==> src/rtl/dcache_ctrl.sv <==
// dcache_ctrl: direct-mapped, write-through, no-write-allocate data cache
// controller. The valid/tag/data arrays live outside this block; the
// controller reads them at arr_index and drives their write ports.
//
// Ports
//   clk, rst                 clock, synchronous active-low reset
//   cpu_req/we/addr/wdata    CPU access, held until cpu_ready
//   cpu_rdata, cpu_ready     load data and 1-cycle completion pulse
//   flush, flush_busy        invalidate-all request / in-progress flag
//   arr_index                shared index to the three arrays
//   valid_in/tag_in/data_in  array read data at arr_index
//   *_wen/*_wr               array write enables and write data
//   mem_req/we/addr/wdata    registered memory request, held until mem_ack
//   mem_rdata, mem_ack       memory read data and completion strobe
//   hit_cnt, miss_cnt        saturating load hit/miss counters
//
// state | meaning
// IDLE  | decode hit/miss; load hits complete here with no wait
// RFILL | load miss, waiting on memory; line written on mem_ack
// WTHRU | store forwarded to memory, waiting on mem_ack
// FLUSH | clearing one valid bit per cycle, index 0..LINES-1

module dcache_ctrl #(
   parameter int IDX_W  = 4,
   parameter int TAG_W  = 26,
   parameter int DATA_W = 32,
   parameter int CNT_W  = 16
) (
   input  logic              clk,
   input  logic              rst,
   input  logic              cpu_req,
   input  logic              cpu_we,
   input  logic [31:0]       cpu_addr,
   input  logic [DATA_W-1:0] cpu_wdata,
   output logic [DATA_W-1:0] cpu_rdata,
   output logic              cpu_ready,
   input  logic              flush,
   output logic              flush_busy,
   output logic [IDX_W-1:0]  arr_index,
   input  logic              valid_in,
   input  logic [TAG_W-1:0]  tag_in,
   input  logic [DATA_W-1:0] data_in,
   output logic              valid_wen,
   output logic              valid_wr,
   output logic              tag_wen,
   output logic [TAG_W-1:0]  tag_wr,
   output logic              data_wen,
   output logic [DATA_W-1:0] data_wr,
   output logic              mem_req,
   output logic              mem_we,
   output logic [31:0]       mem_addr,
   output logic [DATA_W-1:0] mem_wdata,
   input  logic [DATA_W-1:0] mem_rdata,
   input  logic              mem_ack,
   output logic [CNT_W-1:0]  hit_cnt,
   output logic [CNT_W-1:0]  miss_cnt
);

   typedef enum logic [1:0] {IDLE, RFILL, WTHRU, FLUSH} state_t;

   state_t             state, state_nxt;
   logic [IDX_W-1:0]   flush_cnt;
   logic [TAG_W-1:0]   addr_tag;
   logic [IDX_W-1:0]   addr_idx;
   logic               hit;
   logic               cnt_hit, cnt_miss;
   logic               mem_start, mem_done;
   logic               unused_byte_sel;

   assign addr_tag        = cpu_addr[31:IDX_W+2];
   assign addr_idx        = cpu_addr[IDX_W+1:2];
   assign hit             = valid_in && (tag_in == addr_tag);
   assign unused_byte_sel = ^cpu_addr[1:0];

   always_comb begin
      state_nxt  = state;
      cpu_ready  = 1'b0;
      cpu_rdata  = '0;
      flush_busy = 1'b0;
      arr_index  = addr_idx;
      valid_wen  = 1'b0;
      valid_wr   = 1'b0;
      tag_wen    = 1'b0;
      tag_wr     = addr_tag;
      data_wen   = 1'b0;
      data_wr    = '0;
      cnt_hit    = 1'b0;
      cnt_miss   = 1'b0;
      mem_start  = 1'b0;
      mem_done   = 1'b0;
      // While reset is asserted every output stays at its idle default.
      if (rst) begin
         unique case (state)
            IDLE: begin
               if (flush) begin
                  state_nxt = FLUSH;
               end else if (cpu_req) begin
                  if (cpu_we) begin
                     state_nxt = WTHRU;
                     mem_start = 1'b1;
                     // Update in place only when the line is resident.
                     if (hit) begin
                        data_wen = 1'b1;
                        data_wr  = cpu_wdata;
                     end
                  end else if (hit) begin
                     cpu_ready = 1'b1;
                     cpu_rdata = data_in;
                     cnt_hit   = 1'b1;
                  end else begin
                     state_nxt = RFILL;
                     mem_start = 1'b1;
                     cnt_miss  = 1'b1;
                  end
               end
            end
            RFILL: begin
               if (mem_ack) begin
                  state_nxt = IDLE;
                  mem_done  = 1'b1;
                  valid_wen = 1'b1;
                  valid_wr  = 1'b1;
                  tag_wen   = 1'b1;
                  data_wen  = 1'b1;
                  data_wr   = mem_rdata;
                  cpu_ready = 1'b1;
                  cpu_rdata = mem_rdata;
               end
            end
            WTHRU: begin
               if (mem_ack) begin
                  state_nxt = IDLE;
                  mem_done  = 1'b1;
                  cpu_ready = 1'b1;
               end
            end
            FLUSH: begin
               flush_busy = 1'b1;
               arr_index  = flush_cnt;
               valid_wen  = 1'b1;
               if (&flush_cnt) begin
                  state_nxt = IDLE;
               end
            end
            default: state_nxt = IDLE;
         endcase
      end
   end

   always_ff @(posedge clk) begin
      if (!rst) begin
         state     <= IDLE;
         flush_cnt <= '0;
         hit_cnt   <= '0;
         miss_cnt  <= '0;
         mem_req   <= 1'b0;
         mem_we    <= 1'b0;
         mem_addr  <= '0;
         mem_wdata <= '0;
      end else begin
         state <= state_nxt;
         // Wraps back to zero on the last flush cycle, ready for the next flush.
         if (state == FLUSH) begin
            flush_cnt <= flush_cnt + IDX_W'(1);
         end
         if (cnt_hit && (hit_cnt != '1)) begin
            hit_cnt <= hit_cnt + CNT_W'(1);
         end
         if (cnt_miss && (miss_cnt != '1)) begin
            miss_cnt <= miss_cnt + CNT_W'(1);
         end
         if (mem_start) begin
            mem_req  <= 1'b1;
            mem_we   <= cpu_we;
            mem_addr <= {cpu_addr[31:2], 2'b00};
            if (cpu_we) begin
               mem_wdata <= cpu_wdata;
            end
         end else if (mem_done) begin
            mem_req <= 1'b0;
            mem_we  <= 1'b0;
         end
      end
   end

endmodule

==> config.mk <==
export PLATFORM = sky130hd
export DESIGN_NAME = dcache_ctrl
export DESIGN_NICKNAME = d
export VERILOG_FILES = /design/src/rtl/dcache_ctrl.sv
export SDC_FILE = /design/constraint.sdc
export NUM_CORES = 1
export LEC_CHECK = 0
export ABC_AREA = 0
export CAP_MARGIN = 30
export CORE_AREA = 2 2 140 142
export DETAILED_ROUTE_END_ITERATION = 6
export DIE_AREA = 0 0 142 144
export PLACE_DENSITY_LB_ADDON = 0.05
export SYNTH_ARGS = -nofsm -noshare
export SYNTH_HDL_FRONTEND = slang
export SYNTH_SLANG_ARGS = --single-unit
==> constraint.sdc <==
create_clock -name clk -period 2.5 [get_ports clk]
set_input_delay 0.5 -clock clk [delete_from_list [all_inputs] [get_ports clk]]
set_output_delay 0.5 -clock clk [all_outputs]
set_load 0.1 [all_outputs]
==> results of run 1 <==
==> layout make-up <==
cell class	instances	area (sq um)
Multi-Input combinational cell	496	3700
Tap cell	238	298
Clock buffer	11	243
Clock inverter	5	56.3
Timing Repair Buffer	429	4880
Sequential cell	102	2050
Inverter	9	37.5
Fill cell	1661	7820
==> kinds of logic after synthesis <==
family | count (synthesis)
flops | 102
buf+inv | 82
other cells | 1
xor+xnor | 32
compound gates | 166
fa+ha+maj | 6
mux | 23
simple gates | 267
==> how the worst max path moves through the flow <==
stage / from / to / slack (ps) / cells past startpoint
detailed placement: cpu_addr[16] / data_wr[10] / -970 / 10
global route: cpu_addr[16] / data_wr[19] / -430 / 12
finish: cpu_addr[6] / cpu_rdata[1] / -350 / 10
CTS: tag_in[11] / data_wr[30] / -420 / 12
floorplan: cpu_addr[30] / data_wen / -230 / 8
global placement: cpu_addr[21] / data_wr[10] / -960 / 10
==> worst max-delay path, delay by kind of cell <==
kind	cells	cell delay, ps
buffers and inverters	5	770
and+or+nand+nor	3	760
AOI/OAI and AO/OA	1	150
xor gates and xnor gates	1	140
==> cell usage after synthesis, drive strengths merged (14+ instances only) <==
cell / number
mux2i: 19
nand2: 161
nand4: 19
clkbuf: 35
a22o: 64
xnor2: 19
a21oi: 42
nand2b: 14
buf: 38
nor2: 19
o21ai: 35
dfxtp: 102
==> sequential cells by signal, indices dropped and copies added, names as in the netlist <==
| signal | count |
|---|---|
| miss_cnt | 16 |
| hit_cnt | 16 |
| mem_we | 1 |
| flush_cnt | 4 |
| mem_req | 1 |
| mem_addr | 30 |
| state | 2 |
| mem_wdata | 32 |
==> through the flow <==
| step | power (mW) | hold slack (ps) | utilization [%] | instances |
|---|---|---|---|---|
| 3_3_place_gp | 5.24 | 443 | 56.8 | 1262 |
| 5_1_grt | 6.88 | 469 | 59.0 | 1290 |
| 4_1_cts | 6.70 | 445 | 59.4 | 1292 |
| 6_report | 6.63 | 456 | 59.0 | 1290 |
| 3_5_place_dp | 5.25 | 447 | 56.8 | 1262 |
| 2_1_floorplan | 4.05 | 472 | - | 680 |
==> report_power, final <==
group / switching (mW) / internal [mW]
sequential: 0.0629 / 1.74
combinational: 2.25 / 1.14
clock: 0.640 / 0.805
==> what timing repair did <==
action                                  CTS  global route
gates cloned                              3             0
endpoints found under the setup margin   87            68
gates resized for setup                 142            41
pin swaps                                41            26
buffers inserted                         11             1
hold endpoints to repair                  0             0
==> routing by layer <==
metal | vias to the layer above | global-route usage, %
met1 | 2895 | 26.8
met5 | - | 0
li1 | 3122 | -
met2 | 200 | 40.0
met3 | 26 | 4.50
met4 | 0 | 8.37
==> cell usage in the layout, fill, tap and decap left out, types with 3 or more instances in the layout <==
cell,count
a21oi_1,41
a22o_4,64
and3_1,6
and3_4,3
and4_1,3
buf_12,108
buf_2,14
buf_4,157
buf_6,7
clkbuf_16,9
clkbuf_2,16
clkdlybuf4s15_1,9
clkdlybuf4s50_1,104
dfxtp_1,96
dfxtp_2,6
dlygate4sd2_1,9
ha_1,5
inv_1,7
mux2_2,4
mux2i_1,19
nand2_1,158
nand2b_1,14
nand3_1,12
nand4_1,19
nor2_1,16
nor3_1,3
nor4_1,5
o211ai_1,3
o21ai_0,35
o21bai_1,3
o31ai_1,6
or3_1,5
or4_1,3
xnor2_1,14
xnor2_2,5
xor2_1,11
==> impl_metrics.yaml, run 1 <==
hold_path:
  min_from: "cpu_addr[29]"
  whs_path_depth: 3
  min_to: "mem_addr[29]$_SDFFE_PN0P_"
  hold_path_class: "in2reg"
cts:
  cts.sinks: 102
  clk_pin_slew_ps: 70
  clk_latency_ps: 350
  cts_tree: "built"
  clockBufferDepth: 2
  root_buffer: "clkbuf_16"
  h-tree-depth: 3
  cts_buffers: 9
  cts_hold_buf: 0
status:
  status: "finished, violations left"
  violations: "setup timing"
routing:
  wl_met2_microns: 12200
  wl_per_cell_microns: 18.4
  wirelength_microns: 23800
  avgViaCountPerCell: 4.84
  dr.pass1.iters: 4
  drc: 0
  vias: 6243
  ant_nets: 0
  top_layer: "met4"
  wl_met3_microns: 1380
  drtIter0Drc: 296
  wl_met1_microns: 9700
critical_path:
  critical_path_class: "in2out"
  crit_fanout: 20
  endpoint_kind: "output pin"
  worstPathArrival_ps: 2350
  start_kind: "input pin"
  cp_slowest_stage_delay_ps: 320
  r2r-start: "state[1]$_SDFFE_PN0P_"
  critPathSlowestCell: "nor4_2"
  reg2regPathDepth: 10
  required_ps: 2000
  reg2reg_to: "miss_cnt[13]$_SDFFE_PN0P_"
  rrSetupSlack_ps: 70
  path_cells: "buf_2 -> xor2_1 -> nor4_2 -> buf_4 -> and3_4 -> buf_4 -> and3_4 -> buf_12 -> a22o_4 -> buf_12"
floorplanning:
  core_sq_um: 19100
  die_x_microns: 142
  die-area_sq_um: 20400
  start_util_pct: 28.6
  io_pins: 359
  fp-row-count: 51
  die_h_microns: 144
synth:
  synth.largest_area_cell: "dfxtp_1"
  synthXorXnorAreaFrac_pct: 5.14
  synth_flop_cell: "dfxtp_1"
  synthMuxAreaShare_pct: 4.31
  synth-adder-area-share_pct: 1.38
  syn_inst: 679
  synth_seq_cells: 102
  netlist_area_sq_um: 5450
  synth_compound_area_share_pct: 20.9
  synth_top_family_by_area: "simple AND/OR/NAND/NOR gates"
  synth-seq-area-share_pct: 37.4
  synth_edf_count: 0
  ys_async_sr_fraction_pct: 0
  synth_area_leaders: "dfxtp_1, nand2_1, a22o_1, buf_4, a21oi_1"
  ys_types: 48
  avgSynthCellArea_sq_um: 8.03
  synth_top_area_share_pct: 37.4
  yosys.area_share.simple_pct: 22.8
  yosysWarningCount: 0
timing:
  fin_crit_ps: 2850
  hold_violations: 0
  skew_ps: 4.78
  rsz0062_at_grt: "yes"
  tightest_slew_ps: 750
  fin_ws_ps: -348
  finalCritPeriodShare_pct: 114
  setup_violations: 66
  fmax_mhz: 351
  drv_slew: 0
  slew_headroom_pct: 50.0
  tns_ps: -19150
layout:
  nets: 1214
  design_area_sq_um: 11300
  syn_to_final_growth_pct: 106
  n_antenna_cell: 0
  drive_gt1_share_pct: 40.7
power:
  leakage_nw: 4.84
  vdd_drop_max_mv: 0.298
  pwr_density_cell_nw_per_um2: 589
job:
  cap_violations: 0
placement:
  dp_slack_ps: -965
  placed_area_sq_um: 10800
  dp_hpwl_microns: 18700
  gp_congestion: 0.815
  numPortBuffers: 354
grt:
  grt.overflow.total: 0
  grt_pass1_wl_microns: 35300
  grt_max_degree: 70
  grtUsageTotal_pct: 22.5
  antenna_found_initial: 0
  first_global_vias: 5901
No activity file was read; power rests on OpenSTA's default activity.
==> inputs of run 2 (changes only) <==
clock period = 3.25 ns   (was 2.5 ns; I/O delays follow)
==> run 2 against run 1 <==
The run now ends clean. Final area decreased by 6.3%. Register-to-register slack improved by 810 ps. Sequential share of layout area increased by 1.2 points. Clock skew increased by 8.7 ps. Utilization decreased by 3.7 points. Hold slack about the same. Total power decreased by 22%. Die area unchanged. Clock power decreased by 9%. Sequential power decreased by 23%. Routed wire length decreased by 0.84%. Non-clock buffer count decreased by 19. Critical endpoint is now data_wr[19]. Largest cell class unchanged. Largest power group unchanged. Highest routed layer unchanged.
==> impl_metrics.yaml, run 2 (synthesized netlist as in run 1, its figures left out) <==
cts:
  clk_pin_slew_ps: 70
  cts_buffers: 9
  clockBufferDepth: 2
  h-tree-depth: 3
  cts_hold_buf: 0
  cts.sinks: 102
  clk_latency_ps: 340
  cts_tree: "built"
  root_buffer: "clkbuf_16"
routing:
  drtIter0Drc: 259
  drc: 0
  ant_nets: 0
  dr.pass1.iters: 4
  wl_per_cell_microns: 18.6
  vias: 6108
  wirelength_microns: 23600
  avgViaCountPerCell: 4.81
layout:
  final_cell_mix: "buf_4, nand2_1, clkdlybuf4s50_1"
  n_antenna_cell: 0
  drive_gt1_share_pct: 36.3
  final_common_cell: "buf_4"
  largest_reg_flops: 32
  design_area_sq_um: 10600
  regArea_sq_um: 2040
  top_regs: "mem_wdata: 32 flops, mem_addr: 30 flops"
  syn_to_final_growth_pct: 93.5
  nFillCells: 1784
  multi_input_area_sq_um: 3390
  nets: 1195
  top_register: "mem_wdata"
power:
  leakage_nw: 4.43
  power.total_mw: 5.17
  vdd_drop_max_mv: 0.253
  clkPwrFrac_pct: 25.6
  seqPwrFrac_pct: 27.0
  pwr-share-comb_pct: 47.4
  swShare_pct: 43.0
  pwr_density_cell_nw_per_um2: 490
  power.switching_mw: 2.22
  cellInternalPower_mw: 2.94
floorplanning:
  io_pins: 359
  fp-row-count: 51
  die_x_microns: 142
  core_sq_um: 19100
  die_h_microns: 144
  start_util_pct: 28.6
  die-area_sq_um: 20400
timing:
  fin_crit_ps: 3160
  skew_ps: 13.4
  fin_ws_ps: 85.1
  slew_headroom_pct: 53.9
  rsz0062_at_grt: "no"
  finalCritPeriodShare_pct: 97.4
  drv_slew: 0
  fmax_mhz: 316
  whs_ps: 456
  setup_violations: 0
  tightest_slew_ps: 692
  hold_violations: 0
critical_path:
  required_ps: 2600
  endpoint_kind: "output pin"
  critical_path_class: "in2out"
  crit_fanout: 8
  worstPathArrival_ps: 2510
  start_kind: "input pin"
grt:
  grt_max_degree: 68
  grt_pass1_wl_microns: 34700
  first_global_vias: 5746
  grtUsageTotal_pct: 22.2
  antenna_found_initial: 0
  grt.overflow.total: 0
hold_path:
  hold_path_class: "reg2reg"
placement:
  dp_slack_ps: -488
  placed_area_sq_um: 9860
  gp_congestion: 0.793
  dp_hpwl_microns: 17800
  numPortBuffers: 354
status:
  status: "finished clean"
job:
  cap_violations: 0
## run 2: cell count changes in the layout (fill, tap and decap cells not counted), sizes merged
cell and delta:
clkinvlp -2, clkdlybuf4s15 +16, clkinv -2, clkbuf -8, bufinv +3, buf -25, inv +1, dlygate4sd2 -2
## run 2: metal layers
metal	part of all wire, %	vias up	GRT usage [%]
li1	-	3079	-
met1	39	2821	26.3
met2	52	187	40.1
met3	6.6	21	5.33
met4	1.6	0	5.89
met5	0	-	0
## run 2: repair_timing
| action | 4_1_cts | 5_1_grt |
|---|---|---|
| gates resized for setup | 150 | 34 |
| buffers inserted | 8 | 1 |
| cloned | 3 | 0 |
| endpoints found under the hold margin | 0 | 0 |
| setup endpoints to repair | 66 | 65 |
| pin swaps | 35 | 27 |
## run 2: power groups by stage
| stage | registers, mW | clock network (mW) | logic, mW |
|---|---|---|---|
| after global routing | 1.41 | 1.41 | 2.54 |
| final | 1.40 | 1.32 | 2.45 |
| after CTS | 1.40 | 1.35 | 2.46 |
| after floorplan | 1.97 | 0 | 1.06 |
| after detailed placement | 1.43 | 0 | 2.43 |
| after global placement | 1.42 | 0 | 2.43 |
## run 2: through the flow
stage / setup TNS, ps / std cells / util (%)
2_1_floorplan: -85.5 / 680 / -
3_3_place_gp: -30230 / 1246 / 51.7
3_5_place_dp: -25950 / 1246 / 51.7
4_1_cts: -0.00955 / 1273 / 55.4
5_1_grt: 0 / 1271 / 55.3
6_report: 0 / 1271 / 55.3
## run 2: area by class of cell
cell class,instances,area share (%)
tap,238,2.82
timing repair buffer,410,42.0
clock inverter,5,1.22
multi-input combinational,496,32.1
sequential,102,19.4
clock buffer,11,2.21
inverter,9,0.320
## run 2: worst paths after layout
check,start,endpoint,slack (ps),cells past startpoint
hold / removal,mem_wdata[10]$_SDFFE_PN0P_,mem_wdata[10]$_SDFFE_PN0P_,460,2
setup / recovery,cpu_addr[18],data_wr[19],90,11
hold reg to reg,mem_wdata[10]$_SDFFE_PN0P_,mem_wdata[10]$_SDFFE_PN0P_,460,2
setup reg to reg,state[1]$_SDFFE_PN0P_,miss_cnt[13]$_SDFFE_PN0P_,880,9
## run 2: worst max-delay path, stage by stage
cell	delay, ps
clkdlybuf4s15_2	200
xnor2_1	140
nand4_1	160
nor4_4	280
buf_4	180
nand2_4	60
nor3_4	200
buf_6	180
buf_16	150
a22o_4	130
buf_12	170
==> patch 1: new RTL, config.mk and constraints of run 1 <==
The 4 states of `state_t` get a one-hot encoding in 4 bits.
--- a/src/rtl/dcache_ctrl.sv
+++ b/src/rtl/dcache_ctrl.sv
@@ -56,7 +56,7 @@
    output logic [CNT_W-1:0]  miss_cnt
 );
 
-   typedef enum logic [1:0] {IDLE, RFILL, WTHRU, FLUSH} state_t;
+   typedef enum logic [3:0] {IDLE = 4'b0001, RFILL = 4'b0010, WTHRU = 4'b0100, FLUSH = 4'b1000} state_t;
 
    state_t             state, state_nxt;
    logic [IDX_W-1:0]   flush_cnt;
Check against the original RTL: same outputs for any inputs over 4 cycles, from zero or initial values and one cycle with rst low; so few cycles prove little.
==> patch 1 against run 1 <==
The run still ends with negative setup slack left; first-iteration DRC count shrank 6.1%; final area grew 10%; worst setup slack lost 0.055 ns; sequential cell count grew 2; count of clock-buffer cells in the layout grew 1; critical endpoint is now data_wr[16]; utilization grew 6.1 points; global-route usage grew 1.7 points; routed wire length grew 7.2%; synthesized area grew 6.0%; synthesized cell count grew 7.1%; largest cell class unchanged; cell count grew 5.7%.
Power is not compared: it rests on default switching activity, and its combinational part moved more than twofold at a synthesized area within 25%.
==> patch 1: results (changes against run 1) <==
outcome: "complete, but fails checks"
violations: "negative setup slack"
synth_area_per_cell_sq_um: 7.95  # -1.0%
grt_max_degree: 37  # -47%
grt_pass1_wl_mm: 38.6  # +9.2%
number_of_global_route_vias_before_repair: 6706  # +14%
routed-via-count: 6913  # +11%
avgRoutedWirePerCell_um: 18.7  # +1.4%
synth.yosys.seq_area_share: 0.360  # -0.0141
timing.final.ws_setup_ns: -0.403  # -0.0549 ns
critPathSlowestCell: "or3b_4"
timing.critical_path.arrival_ns: 2.40  # +0.05 ns
gpl.final_weighted_congestion: 0.807  # -0.99%
antenna_violations_before_repair: 3  # +3
slowest_stage_delay_on_critical_path_ns: 0.41  # +0.09 ns
clock_skew_ns: 0.00696  # +0.00218 ns
critPathTopFamily: "simple AND/OR/NAND/NOR gates"
drt_first_iter_violations: 278  # -6.1%
router_iterations_before_antenna_repair: 5  # +1
final_nets: 1282  # +5.6%
detailedPlacementHpwl_mm: 19.6  # +4.8%
ys_top_cells_by_area: "dfxtp_1 (36%), nand2_1 (8.8%), a32o_1 (5.5%)"
synth.distinct_cells: 52  # +8.3%
track_usage: 0.242  # +0.0167
timing.setup.tns_ns: -21.39  # -2.24 ns
finalSetupViolations: 66  # unchanged
worst-path-max-fanout: 4  # -80%
synth.top_cells.by_count: "nand2_1 (136), dfxtp_1 (104), nor2_1 (52)"
## patch 1: metrics by stage
| step | util | hold slack [ns] | setup WS, ns | area [sq um] |
|---|---|---|---|---|
| floorplan | - | 0.498 | -0.313 | 6790 |
| global placement | 0.611 | 0.443 | -0.820 | 11600 |
| detailed placement | 0.611 | 0.448 | -0.791 | 11600 |
| CTS | 0.651 | 0.387 | -0.421 | 12400 |
| global route | 0.651 | 0.372 | -0.501 | 12400 |
| finish | 0.651 | 0.366 | -0.403 | 12400 |
## patch 1: timing repair
| action | CTS | global route |
|---|---|---|
| gates resized for setup | 225 | 26 |
| pin swaps | 93 | 27 |
| gates cloned | 5 | 0 |
| setup buffers | 15 | 2 |
| endpoints found under the setup margin | 80 | 75 |
## patch 1: path summary, 6_finish.rpt
check | startpoint | to | slack [ns] | cells after the start
hold / removal | cpu_addr[14] | mem_addr[14]$_SDFFE_PN0P_ | 0.37 | 3
setup reg to reg | state[3]$_SDFFE_PN0P_ | miss_cnt[5]$_SDFFE_PN0P_ | 0.19 | 8
hold reg to reg | mem_addr[31]$_SDFFE_PN0P_ | mem_addr[31]$_SDFFE_PN0P_ | 0.46 | 2
setup / recovery | state[3]$_SDFFE_PN0P_ | data_wr[16] | -0.40 | 9
## patch 1: power by group through the flow
stage                     Combinational [mW]  Clock (mW)  Sequential [mW]
after floorplan                        0.592           0             2.12
after global placement                  1.61           0             1.78
after detailed placement                1.62           0             1.78
after CTS                               1.64        1.51             1.74
after global routing                    1.71        1.59             1.74
final                                   1.64        1.46             1.74
## patch 1: layer usage
| metal | vias up | wire length, um | track usage |
|---|---|---|---|
| li1 | 3368 | - | - |
| met4 | 2 | 598 | 0.0732 |
| met5 | - | 16 | 0 |
| met3 | 32 | 1690 | 0.0589 |
| met1 | 3261 | 10500 | 0.297 |
| met2 | 250 | 12700 | 0.419 |
## patch 1: kinds of logic after synthesis
logic type	after synthesis	synth area share
other cells	1	0.000649
buf+inv	93	0.0816
flops	104	0.360
xor+xnor	33	0.0500
compound gates	170	0.206
fa+ha+maj	3	0.00650
simple gates	303	0.259
mux	20	0.0355
## patch 1: layout make-up
type / instances / area [sq um]
fill: 1632 / 6660
timing repair buffer: 466 / 5350
multi-input combinational: 531 / 4330
sequential: 104 / 2100
tap: 238 / 298
clock buffer: 12 / 256
clock inverter: 4 / 52.6
inverter: 6 / 26.3
antenna: 2 / 5.00
## patch 1: tightest hold or removal path: stages
cell and delay, ns:
buf_8 0.08, nand2_1 0.04, o21ai_0 0.06
==> patch 2: new RTL, settings of run 1 <==
Without the edit above. `DATA_W`: 32 -> 40.
--- a/src/rtl/dcache_ctrl.sv
+++ b/src/rtl/dcache_ctrl.sv
@@ -23,7 +23,7 @@
 module dcache_ctrl #(
    parameter int IDX_W  = 4,
    parameter int TAG_W  = 26,
-   parameter int DATA_W = 32,
+   parameter int DATA_W = 40,
    parameter int CNT_W  = 16
 ) (
    input  logic              clk,
Ports: changed (6 resized); port bits go from 359 to 407. No check against the original RTL was run, so the function may have changed too.
==> patch 2 against run 1 <==
The flow still finishes with violations (negative setup slack); final area grew 17%; sequential cell count is 8 higher; critical path type unchanged; clock power grew 9.7%; power is 13% higher; worst setup slack worse by 0.074 ns; die area did not move; synthesized area up 9.8%; synthesized cell count increased by 9.7%; non-clock buffer count grew 88; routed wire length increased by 24%.
==> patch 2: results (changes against run 1) <==
hold_slack_final_ns: 0.456  # -0.000168 ns
track_usage: 0.275  # +0.0496
detailedPlacementHpwl_mm: 21.5  # +15%
worst_min_delay_path_startpoint: "mem_wdata[16]$_SDFFE_PN0P_"
hold_path_stages: 2  # -1
wl_met3_mm: 1.82  # +31%
final.fill_count: 1476  # -11%
ir_drop_uv: 346  # +16%
ys_top_cells_by_area: "dfxtp_1 (37%), a22o_1 (12%), nand2_1 (8.7%)"
detail_route.vias_per_cell: 5.12  # +5.7%
synth.distinct_cells: 52  # +8.3%
top_regs: "mem_wdata: 40 flops, mem_addr: 30 flops"
clock_skew_ns: 0.00944  # +0.00466 ns
total_power_mw: 7.53  # +13%
synth.yosys.seq_area_share: 0.368  # -0.00666
met1_length_mm: 11.1  # +15%
final-instance-count-excl-fill: 1430  # +11%
detailroute.wirelength.met2_mm: 15.5  # +28%
power_frac_comb: 0.529  # +0.019
cp-endpoint: "cpu_rdata[11]"
outcome: "complete, but fails checks"
worst-slew-pin-transition_ns: 0.747  # -0.00296 ns
hold_endpoint: "mem_wdata[16]$_SDFFE_PN0P_"
r2r_cells: 11  # +1
use_met2: 0.500  # +0.0994
grt_max_degree: 66  # -5.7%
muxShareOfSynthArea: 0.0276  # -0.0155
number_of_global_route_vias_before_repair: 7008  # +19%
drt_first_iter_violations: 338  # +14%
grt_pass1_wl_mm: 42.5  # +20%
finalSetupViolations: 82  # +24%
power_leakage_nw: 5.63  # +16%
slowest_stage_delay_on_critical_path_ns: 0.30  # -0.02 ns
timing.critical_path.from: "tag_in[16]"
timing.final.ws_setup_ns: -0.423  # -0.0743 ns
power.sequential.fraction: 0.260  # -0.012
post_cts_resize_count: 287  # +100%
p_per_area_nw_per_um2: 569  # -3.3%
dp_worst_setup_slack_ns: -0.732  # +0.234 ns
post_synth_inst_count: 745  # +9.7%
p_int_mw: 4.17  # +13%
grt_util_met3: 0.0775  # +0.0325
violations: "negative setup slack"
synth_compound_area_frac: 0.229  # +0.0203
post_route_cells_drive_above_1_share: 0.457  # +0.0503
cts.repair_timing.setup_buffer_count: 27  # +16
timing.setup.tns_ns: -27.12  # -7.97 ns
synth.top_cells.by_count: "nand2_1 (139), dfxtp_1 (110), a22o_1 (80)"
==> patch 2: cell types whose count changed in the layout (fill, tap and decap cells not counted), moves of 9 or more <==
cell	run 1	this run
buf_2	14	26
buf_4	157	192
clkbuf_2	16	4
xor2_1	11	2
buf_12	108	134
a21oi_1	41	58
nand2_1	158	137
xnor2_2	5	15
clkdlybuf4s50_1	104	126
o21ai_1	0	15
nand3_1	12	41
a22o_4	64	80
==> patch 2: cell type report <==
| class | count | area share |
|---|---|---|
| Sequential cell | 110 | 0.168 |
| Clock inverter | 7 | 0.00738 |
| Antenna cell | 2 | 0.000379 |
| Inverter | 8 | 0.00255 |
| Timing Repair Buffer | 517 | 0.461 |
| Clock buffer | 9 | 0.0170 |
| Multi-Input combinational cell | 539 | 0.321 |
| Tap cell | 238 | 0.0225 |
==> patch 2: tightest hold or removal path: cells and delay by family (launching register included) <==
family,cells,cell delay [ns]
flip-flops,1,0.31
AND/OR/NAND/NOR,1,0.05
AO/OA/AOI/OAI,1,0.05
